<file path="src/rtl/i2s_master_tx.sv">
// I2S bus-master transmitter: derives ws/sdata from the bit clock (falling edge)
// and plays one buffered left/right pair per frame. Define I2S_TX_REPEAT_EN to repeat the last pair on underrun.
module i2s_master_tx #(
  parameter int WIDTH = 16,
  parameter int SLOT  = 32
) (
  input  logic             sclk_in,
  input  logic             rst,
  input  logic             s_valid,
  output logic             s_ready,
  input  logic [WIDTH-1:0] left_in,
  input  logic [WIDTH-1:0] right_in,
  output logic             ws_out,
  output logic             sdata_out,
  output logic             frame_start,
  output logic             underrun
);

  localparam int FRAME = 2 * SLOT;
  localparam int CW    = $clog2(FRAME);

  generate
    if (SLOT < WIDTH) begin : g_bad_slot
      $error("i2s_master_tx: SLOT must be >= WIDTH");
    end
  endgenerate

  logic [CW-1:0]    cnt;
  logic [CW-1:0]    cnt_nxt;
  logic [CW-1:0]    kidx;
  logic             wrap;
  logic             ws_nxt;
  logic             sd_nxt;
  logic             accept;
  logic             hold_full;
  logic             started;
  logic [WIDTH-1:0] hold_l, hold_r;
  logic [WIDTH-1:0] act_l, act_r;
  logic [WIDTH-1:0] chan;
  logic [WIDTH-1:0] shifted;

  assign s_ready = !hold_full;
  assign accept  = s_valid && !hold_full;

  // NOTE: every signal driven here gets a default first so no latch is inferred.
  always_comb begin
    wrap    = (cnt == CW'(FRAME - 1));
    cnt_nxt = wrap ? '0 : cnt + CW'(1);
    ws_nxt  = (cnt_nxt >= CW'(SLOT));
    kidx    = ws_nxt ? cnt_nxt - CW'(SLOT) : cnt_nxt;
    chan    = ws_nxt ? act_r : act_l;
    shifted = chan << (kidx - CW'(1));
    sd_nxt  = 1'b0;
    if (kidx == '0) begin
      // Slot bit 0 carries the previous channel's LSB only when the slot is fully packed;
      // at c=0 the active register still holds the outgoing frame on this edge.
      if (SLOT == WIDTH) sd_nxt = ws_nxt ? act_l[0] : act_r[0];
    end else if (kidx <= CW'(WIDTH)) begin
      sd_nxt = shifted[WIDTH-1];
    end
  end

  // NOTE: sequential state uses non-blocking assignments only, so all reads see pre-edge values.
  always_ff @(negedge sclk_in or negedge rst) begin
    if (!rst) begin
      cnt         <= CW'(FRAME - 1);
      ws_out      <= 1'b1;
      sdata_out   <= 1'b0;
      frame_start <= 1'b0;
      underrun    <= 1'b0;
      hold_full   <= 1'b0;
      started     <= 1'b0;
      hold_l      <= '0;
      hold_r      <= '0;
      act_l       <= '0;
      act_r       <= '0;
    end else begin
      cnt         <= cnt_nxt;
      ws_out      <= ws_nxt;
      sdata_out   <= sd_nxt;
      frame_start <= wrap;
      underrun    <= wrap && !hold_full && started;

      if (accept) begin
        hold_l    <= left_in;
        hold_r    <= right_in;
        hold_full <= 1'b1;
        started   <= 1'b1;
      end

      // Accept needs an empty holding register, so it never collides with the load below.
      if (wrap) begin
        if (hold_full) begin
          act_l     <= hold_l;
          act_r     <= hold_r;
          hold_full <= 1'b0;
        end else begin
`ifdef I2S_TX_REPEAT_EN
          act_l <= act_l;
          act_r <= act_r;
`else
          act_l <= '0;
          act_r <= '0;
`endif
        end
      end
    end
  end

endmodule

</file>
<file path="config.mk">
export PLATFORM = sky130hd
export DESIGN_NAME = i2s_master_tx
export DESIGN_NICKNAME = d
export VERILOG_FILES = /design/src/rtl/i2s_master_tx.sv
export SDC_FILE = /design/constraint.sdc
export NUM_CORES = 1
export LEC_CHECK = 0
export BUFFER_PORTS_ARGS = -buffer_cell sky130_fd_sc_hd__buf_2
export CAP_MARGIN = 20
export CORE_MARGIN = 2
export CORE_UTILIZATION = 55
export CTS_BUF_LIST = sky130_fd_sc_hd__clkbuf_8
export DETAILED_ROUTE_END_ITERATION = 12
export PLACE_DENSITY = 0.79
export SLEW_MARGIN = 20
export SYNTH_ARGS = -nofsm -noshare
export SYNTH_HDL_FRONTEND = slang
export SYNTH_SLANG_ARGS = --single-unit
</file>
<file path="constraint.sdc">
create_clock -name sclk_in -period 2.25 [get_ports sclk_in]
set_clock_uncertainty 0.05 [all_clocks]
set_input_delay 0.225 -clock sclk_in [delete_from_list [all_inputs] [get_ports sclk_in]]
set_output_delay 0.225 -clock sclk_in [all_outputs]
set_load 0.05 [all_outputs]
</file>
# Yosys cells after proc, flatten, opt, wreduce, memory -nomap -nowiden
# Index checks and enable logic that the tools add are counted.
# totals
out_inout_bits,5
romBits,0
input_bits,35
reg_bits,76
mem_bits_rw,0
mem_count,0
elab_cells,33
latchBits,0
# op_classes
n_lt_le_gt_ge,2
eq_ne,1
n_shift,1
addsub,3
mul,0
n_div,0
reduce_logical,5
bitwise,0
muxes,10
# ops
cell,n
two-way mux 16 bit,3
<< shifter 16 x 6 -> 16 bit,1
two-way mux 6 bit,2
adder 6 x 1 -> 6 bit (second input constant),1
== test 6 bit (second input constant),1
>= comparator 6 bit (second input constant),1
less-or-equal comparator 6 x 5 -> 1 bit (second input constant),1
zero test 6 bit,1
subtractor 6 x 1 -> 6 bit (second input constant),1
subtractor 6 bit (second input constant),1
two-way mux 1 bit,5
logical AND 1 bit,3
zero test 1 bit,1

# Longest topological paths before layout
# Gate-level depths: netlist of the first run.
# depth
depth_word,8
depth_mapped,9
mapped_depth_nobuf,8

==> flow_summary.toml, run 1 <==
[outcome]
status = "complete, but fails checks"
violations = "negative setup slack"

[floorplanning]
rows = 30
fp.dieW_um = 86.7
design.die.area_sq_mm = 0.00752
die_y_um = 86.7
coreArea_sq_mm = 0.00672
start_util_pct = 56.0
io-pin-count = 40

[setup_path]
slowest_delay_ps = 520
path_depth = 1
rr_startpoint = "cnt[0]"
cp_num_buf_inv = 1
critPathArrivalTime_ps = 2170
crit_required_ps = 1980
r2r-end = "sdata_out"
cp_top_family = "flip-flops"
crit_path_start_kind = "flip-flop"
path_cells = "buf_8"
reg2regPathDepth = 8
crit_fanout = 1
crit_end = "ws_out"
reg2reg_slack_ps = 10
crit_start = "ws_out"
crit_type = "flip-flop to output port"
crit_path_end_kind = "output port"
crit_slowest_cell = "dfstp_2"

[clock_tree]
cts_sinks = 76
cts-hold-fix-buffers = 0
htreeDepth = 3
clkTransAtPathRegs_ps = 50
cts_buffers = 9
ctsLongestPathBuffers = 2
cts_tree = "yes"
clockRootBuffer = "clkbuf_8"
clkLatencyLatePin_ps = 380

[drt]
antenna_left = 0
wire_per_inst_um = 17.4
wl_mm = 9.23
drt_iter0_drc = 157
vias_per_cell = 6.09
dr.pass1.iters = 4
drc = 0
vias = 3227

[layout]
area_growth_pct = 26.0
multi_input_area_sq_mm = 0.00184
mostFrequentLayoutCells = "dfrtn_1 (69), nand2_1 (67), buf_4 (40), nand3_1 (34), buf_2 (33)"
nNetsFinal = 481
utilization_pct = 70.6
n_fill_cell = 506
layout.area.seq_sq_mm = 0.00191
layout_commonest_cell = "dfrtn_1"
num_antenna_cells = 0
layout-drive-gt1-share_pct = 37.6
design_area_sq_mm = 0.00474

[hold_path]
worst_hold_startpoint = "started"
hp-class = "flip-flop to flip-flop"

[sta]
hold_viol_final = 0
setup_ws_ps = -194
setup_viol = 5
slew_headroom_pct = 70.8
maxSlewViolCount = 0
tightest_slew_ps = 436
whs_ps = 364
rsz0062_at_grt = "true"

[synth]
synth_top_area_share_pct = 45.9
synth-seq-cells = 76
syn_avg_cell_area_sq_um = 10.0
synth_edf_count = 0
synthCells = 375
ys_seq_area_share_pct = 50.8
syn_nets = 411
ys_warn_count = 0
synth_area_leaders = "dfrtn_1 (46%), mux2_2 (9.9%), nand2_1 (6.9%), dfstp_2 (4.9%), nand3_1 (4.5%)"
syn_area_sq_mm = 0.00376
synthFlopType = "dfrtn_1"
synth_area_leader_cell = "dfrtn_1"
async_reset_ff_share_pct = 100
ys_types = 58

[global_route]
grt_pass1_vias = 3245
grt_overflow = 0
grt_pass1_wl_mm = 15.8
grt_max_degree = 43
track_usage_pct = 27.3
antenna_found_initial = 0

[power]
total_power_mw = 3.19
p_switching_mw = 0.797
pwr-share-clk_pct = 33.2
power.leakage_nw = 2.28
p_per_area_mw_per_mm2 = 672
pwr-share-seq_pct = 54.9
irDropWorstVdd_v = 0.000535
p_int_mw = 2.39
switching_share_pct = 25.0
comb_power_share_pct = 11.9

[job]
maxCapViolations = 0

[place]
post_dp_cell_area_sq_mm = 0.00430
gp_congestion = 0.880
portBuffers = 39
dp_hpwl_mm = 6.40
[how the worst min path moves through the flow]
stage / endpoint / slack (ps) / cells past startpoint
4_1_cts: started / 370 / 1
2_1_floorplan: started / 340 / 1
5_1_grt: started / 390 / 1
3_3_place_gp: started / 360 / 1
6_report: started / 360 / 1
3_5_place_dp: started / 370 / 1
[flip-flops by register name, summed over array words and instances (netlist names)]
| name | flops |
|---|---|
| hold_r | 16 |
| hold_full | 1 |
| underrun | 1 |
| frame_start | 1 |
| cnt | 6 |
| act_r | 16 |
| sdata_out | 1 |
| hold_l | 16 |
| act_l | 16 |
| started | 1 |
| ws_out | 1 |
[Yosys cell counts (all sizes together) (5+ instances only)]
master	instances
dfrtn	69
nand2	69
nand3	35
mux2	33
clkbuf	19
inv	14
buf	13
o21ai	13
nor2	8
dfstp	7
a21oi	6
o22ai	6
o31ai	6
or3	6
a31oi	5
nor3	5
[power groups by stage]
stage	clock (mW)	combinational (mW)	sequential [mW]
finish	1.06	0.379	1.75
detailed placement	0.0220	0.384	1.77
CTS	1.07	0.387	1.75
global placement	0.0220	0.357	1.76
floorplan	0.0220	0.297	1.72
global route	1.14	0.418	1.78
[cells by family (layout without fill, tap and decap cells)]
logic type / Yosys count / after routing / synth area share (%)
AO/OA/AOI/OAI: 71 / 71 / 15.0
XOR/XNOR: 4 / 4 / 0.931
adder cells (fa/ha/maj): 1 / 1 / 0.332
buffers and inverters: 46 / 121 / 4.99
flip-flops: 76 / 76 / 50.8
multiplexers: 33 / 33 / 9.87
AND/OR/NAND/NOR: 144 / 144 / 18.2
[layout make-up]
class,count,area share [%]
sequential,76,40.3
multi-input combinational,253,38.7
timing repair buffer,85,13.3
clock buffer,9,2.61
tap,80,2.11
clock inverter,14,1.95
inverter,13,1.03
[routing by layer]
| layer | up-vias | wire (um) | share of wire, % | GRT usage, % |
|---|---|---|---|---|
| met5 | - | 0 | 0 | 0 |
| met4 | 0 | 289 | 3.1 | 14.3 |
| met3 | 33 | 492 | 5.3 | 4.19 |
| met2 | 112 | 4740 | 51 | 44.3 |
| met1 | 1606 | 3710 | 40 | 35.5 |
| li1 | 1476 | - | - | - |
[per-stage QoR]
step / setup TNS, ps / worst slack, ps / std cells
2_1_floorplan: -1040 / -50.4 / 375
3_3_place_gp: -2350 / -118 / 498
3_5_place_dp: -4190 / -164 / 498
4_1_cts: -464 / -200 / 526
5_1_grt: -622 / -218 / 530
6_report: -415 / -194 / 530
[what timing repair did]
action / CTS / global route
endpoints found under the hold margin: 0 / 0
setup endpoints to repair: 6 / 6
gates resized for setup: 23 / 15
setup buffers: 6 / 4
pin swaps: 10 / 9
Power figures use the tool's default switching activity.
==> run 2, diff against run 1 <==
--- a/config.mk
+++ b/config.mk
@@ -10,8 +10,10 @@
 export CORE_MARGIN = 2
 export CORE_UTILIZATION = 55
 export CTS_BUF_LIST = sky130_fd_sc_hd__clkbuf_8
+export CTS_CLUSTER_DIAMETER = 150
 export DETAILED_ROUTE_END_ITERATION = 12
 export PLACE_DENSITY = 0.79
+export SETUP_SLACK_MARGIN = 0.3
 export SLEW_MARGIN = 20
 export SYNTH_ARGS = -nofsm -noshare
 export SYNTH_HDL_FRONTEND = slang
==> run 2 against run 1 <==
Net effect: the flow still finishes with violations (negative setup slack); wire length increased by 56%; core utilization increased by 12 points; sequential cell count unchanged; final cell count increased by 4.2%; non-clock buffer count increased by 22; critical path depth unchanged; critical path type unchanged; largest power group unchanged; highest routed layer unchanged.
==> flow_summary.toml, run 2 (same netlist as run 1, synthesis figures left out) <==
[outcome]
status = "complete, but fails checks"
violations = "negative setup slack"

[floorplanning]
coreArea_sq_mm = 0.00672
start_util_pct = 56.0
rows = 30
design.die.area_sq_mm = 0.00752
die_y_um = 86.7
fp.dieW_um = 86.7
io-pin-count = 40

[layout]
area_growth_pct = 47.9
layout-drive-gt1-share_pct = 52.7
mostFrequentLayoutCells = "dfrtn_1 (69), buf_4 (36), mux2_4 (33), buf_2 (32), nand2_1 (29)"
nNetsFinal = 503
layout_commonest_cell = "dfrtn_1"
utilization_pct = 82.8
design_area_sq_mm = 0.00557

[place]
dp_hpwl_mm = 6.52
gp_congestion = 0.905
preCtsSetupSlack_ps = -175
portBuffers = 39
post_dp_cell_area_sq_mm = 0.00439

[drt]
vias_per_cell = 6.88
wire_per_inst_um = 26.1
drc = 0
wl_mm = 14.4
vias = 3798
antenna_left = 0
dr.pass1.iters = 6
drt_iter0_drc = 619

[clock_tree]
cts_buffers = 9
cts_tree = "yes"
htreeDepth = 3
clkLatencyLatePin_ps = 390
cts_sinks = 76
cts-hold-fix-buffers = 0
ctsLongestPathBuffers = 2
clockRootBuffer = "clkbuf_8"
clkTransAtPathRegs_ps = 50

[setup_path]
crit_required_ps = 1980
crit_slowest_cell = "dfstp_2"
crit_type = "flip-flop to output port"
path_cells = "buf_8"
path_depth = 1
crit_fanout = 1
reg2regPathDepth = 8
critPathArrivalTime_ps = 2180
crit_path_start_kind = "flip-flop"
crit_path_end_kind = "output port"
cp_top_family = "flip-flops"
cp_num_buf_inv = 1
slowest_delay_ps = 520

[global_route]
antenna_found_initial = 1
grt_overflow = 0
met3_usage_pct = 6.76
grt_busiest_layer = "met2"
track_usage_pct = 32.2
use_met2_pct = 52.6
grt_pass1_wl_mm = 18.3
grt_max_degree = 43
grt_pass1_vias = 3481
use_met1_pct = 40.9

[power]
irDropWorstVdd_v = 0.000638
total_power_mw = 3.38
p_per_area_mw_per_mm2 = 608
power.leakage_nw = 2.60

[sta]
setup_ws_ps = -201
setup_viol = 6
whs_ps = 396
rsz0062_at_grt = "true"
hold_viol_final = 0
slew_headroom_pct = 64.4
maxSlewViolCount = 0
tightest_slew_ps = 534

[job]
maxCapViolations = 0

[hold_path]
holdPathStages = 2
hp-class = "flip-flop to flip-flop"
==> run 2: cell type report <==
cell class / count / area, sq um
Clock inverter: 12 / 53.8
Multi-Input combinational cell: 253 / 2180
Tap cell: 80 / 100
Sequential cell: 76 / 1910
Clock buffer: 10 / 138
Fill cell: 292 / 1150
Inverter: 13 / 53.8
Antenna cell: 1 / 2.50
Timing Repair Buffer: 107 / 1120
==> run 2: worst register-to-register path: stages, from the launching register on <==
cell and delay, ps:
dfstp_2 570, ha_4 210, buf_6 130, a21oi_4 40, or3_1 350, a21oi_2 190
o32ai_2 120, a2111oi_4 310, o221ai_2 140
==> run 2: worst paths after layout <==
kind | startpoint | to | slack, ps
setup / recovery | ws_out | ws_out | -200
hold / removal | act_r[3] | act_r[3] | 400
setup reg to reg | cnt[1] | sdata_out | -60
hold reg to reg | act_r[3] | act_r[3] | 400
max in group asynchronous | rst | hold_l[13] | 870
min in group asynchronous | rst | hold_r[11] | 730
==> run 2: repair_timing <==
| action | in CTS | in global routing |
|---|---|---|
| setup endpoints to repair | 42 | 59 |
| gates cloned | 6 | 5 |
| setup buffers | 11 | 7 |
| resized for setup | 54 | 98 |
| pin swaps | 6 | 35 |
==> run 2: metal layers <==
layer | routed length, um | vias to the layer above
met1 | 5180 | 1855
met4 | 843 | 0
li1 | - | 1524
met3 | 1450 | 87
met5 | 0 | -
met2 | 6950 | 332
==> run 2: through the flow <==
| stage | cells | TNS [ps] |
|---|---|---|
| after floorplan | 375 | -817 |
| after global placement | 501 | -3410 |
| after detailed placement | 501 | -4600 |
| after CTS | 539 | -522 |
| after global routing | 552 | -769 |
| final | 552 | -602 |
==> run 2: power by group <==
part / internal [mW] / switching (mW)
logic: 0.376 / 0.195
registers: 1.62 / 0.217
clock network: 0.433 / 0.545
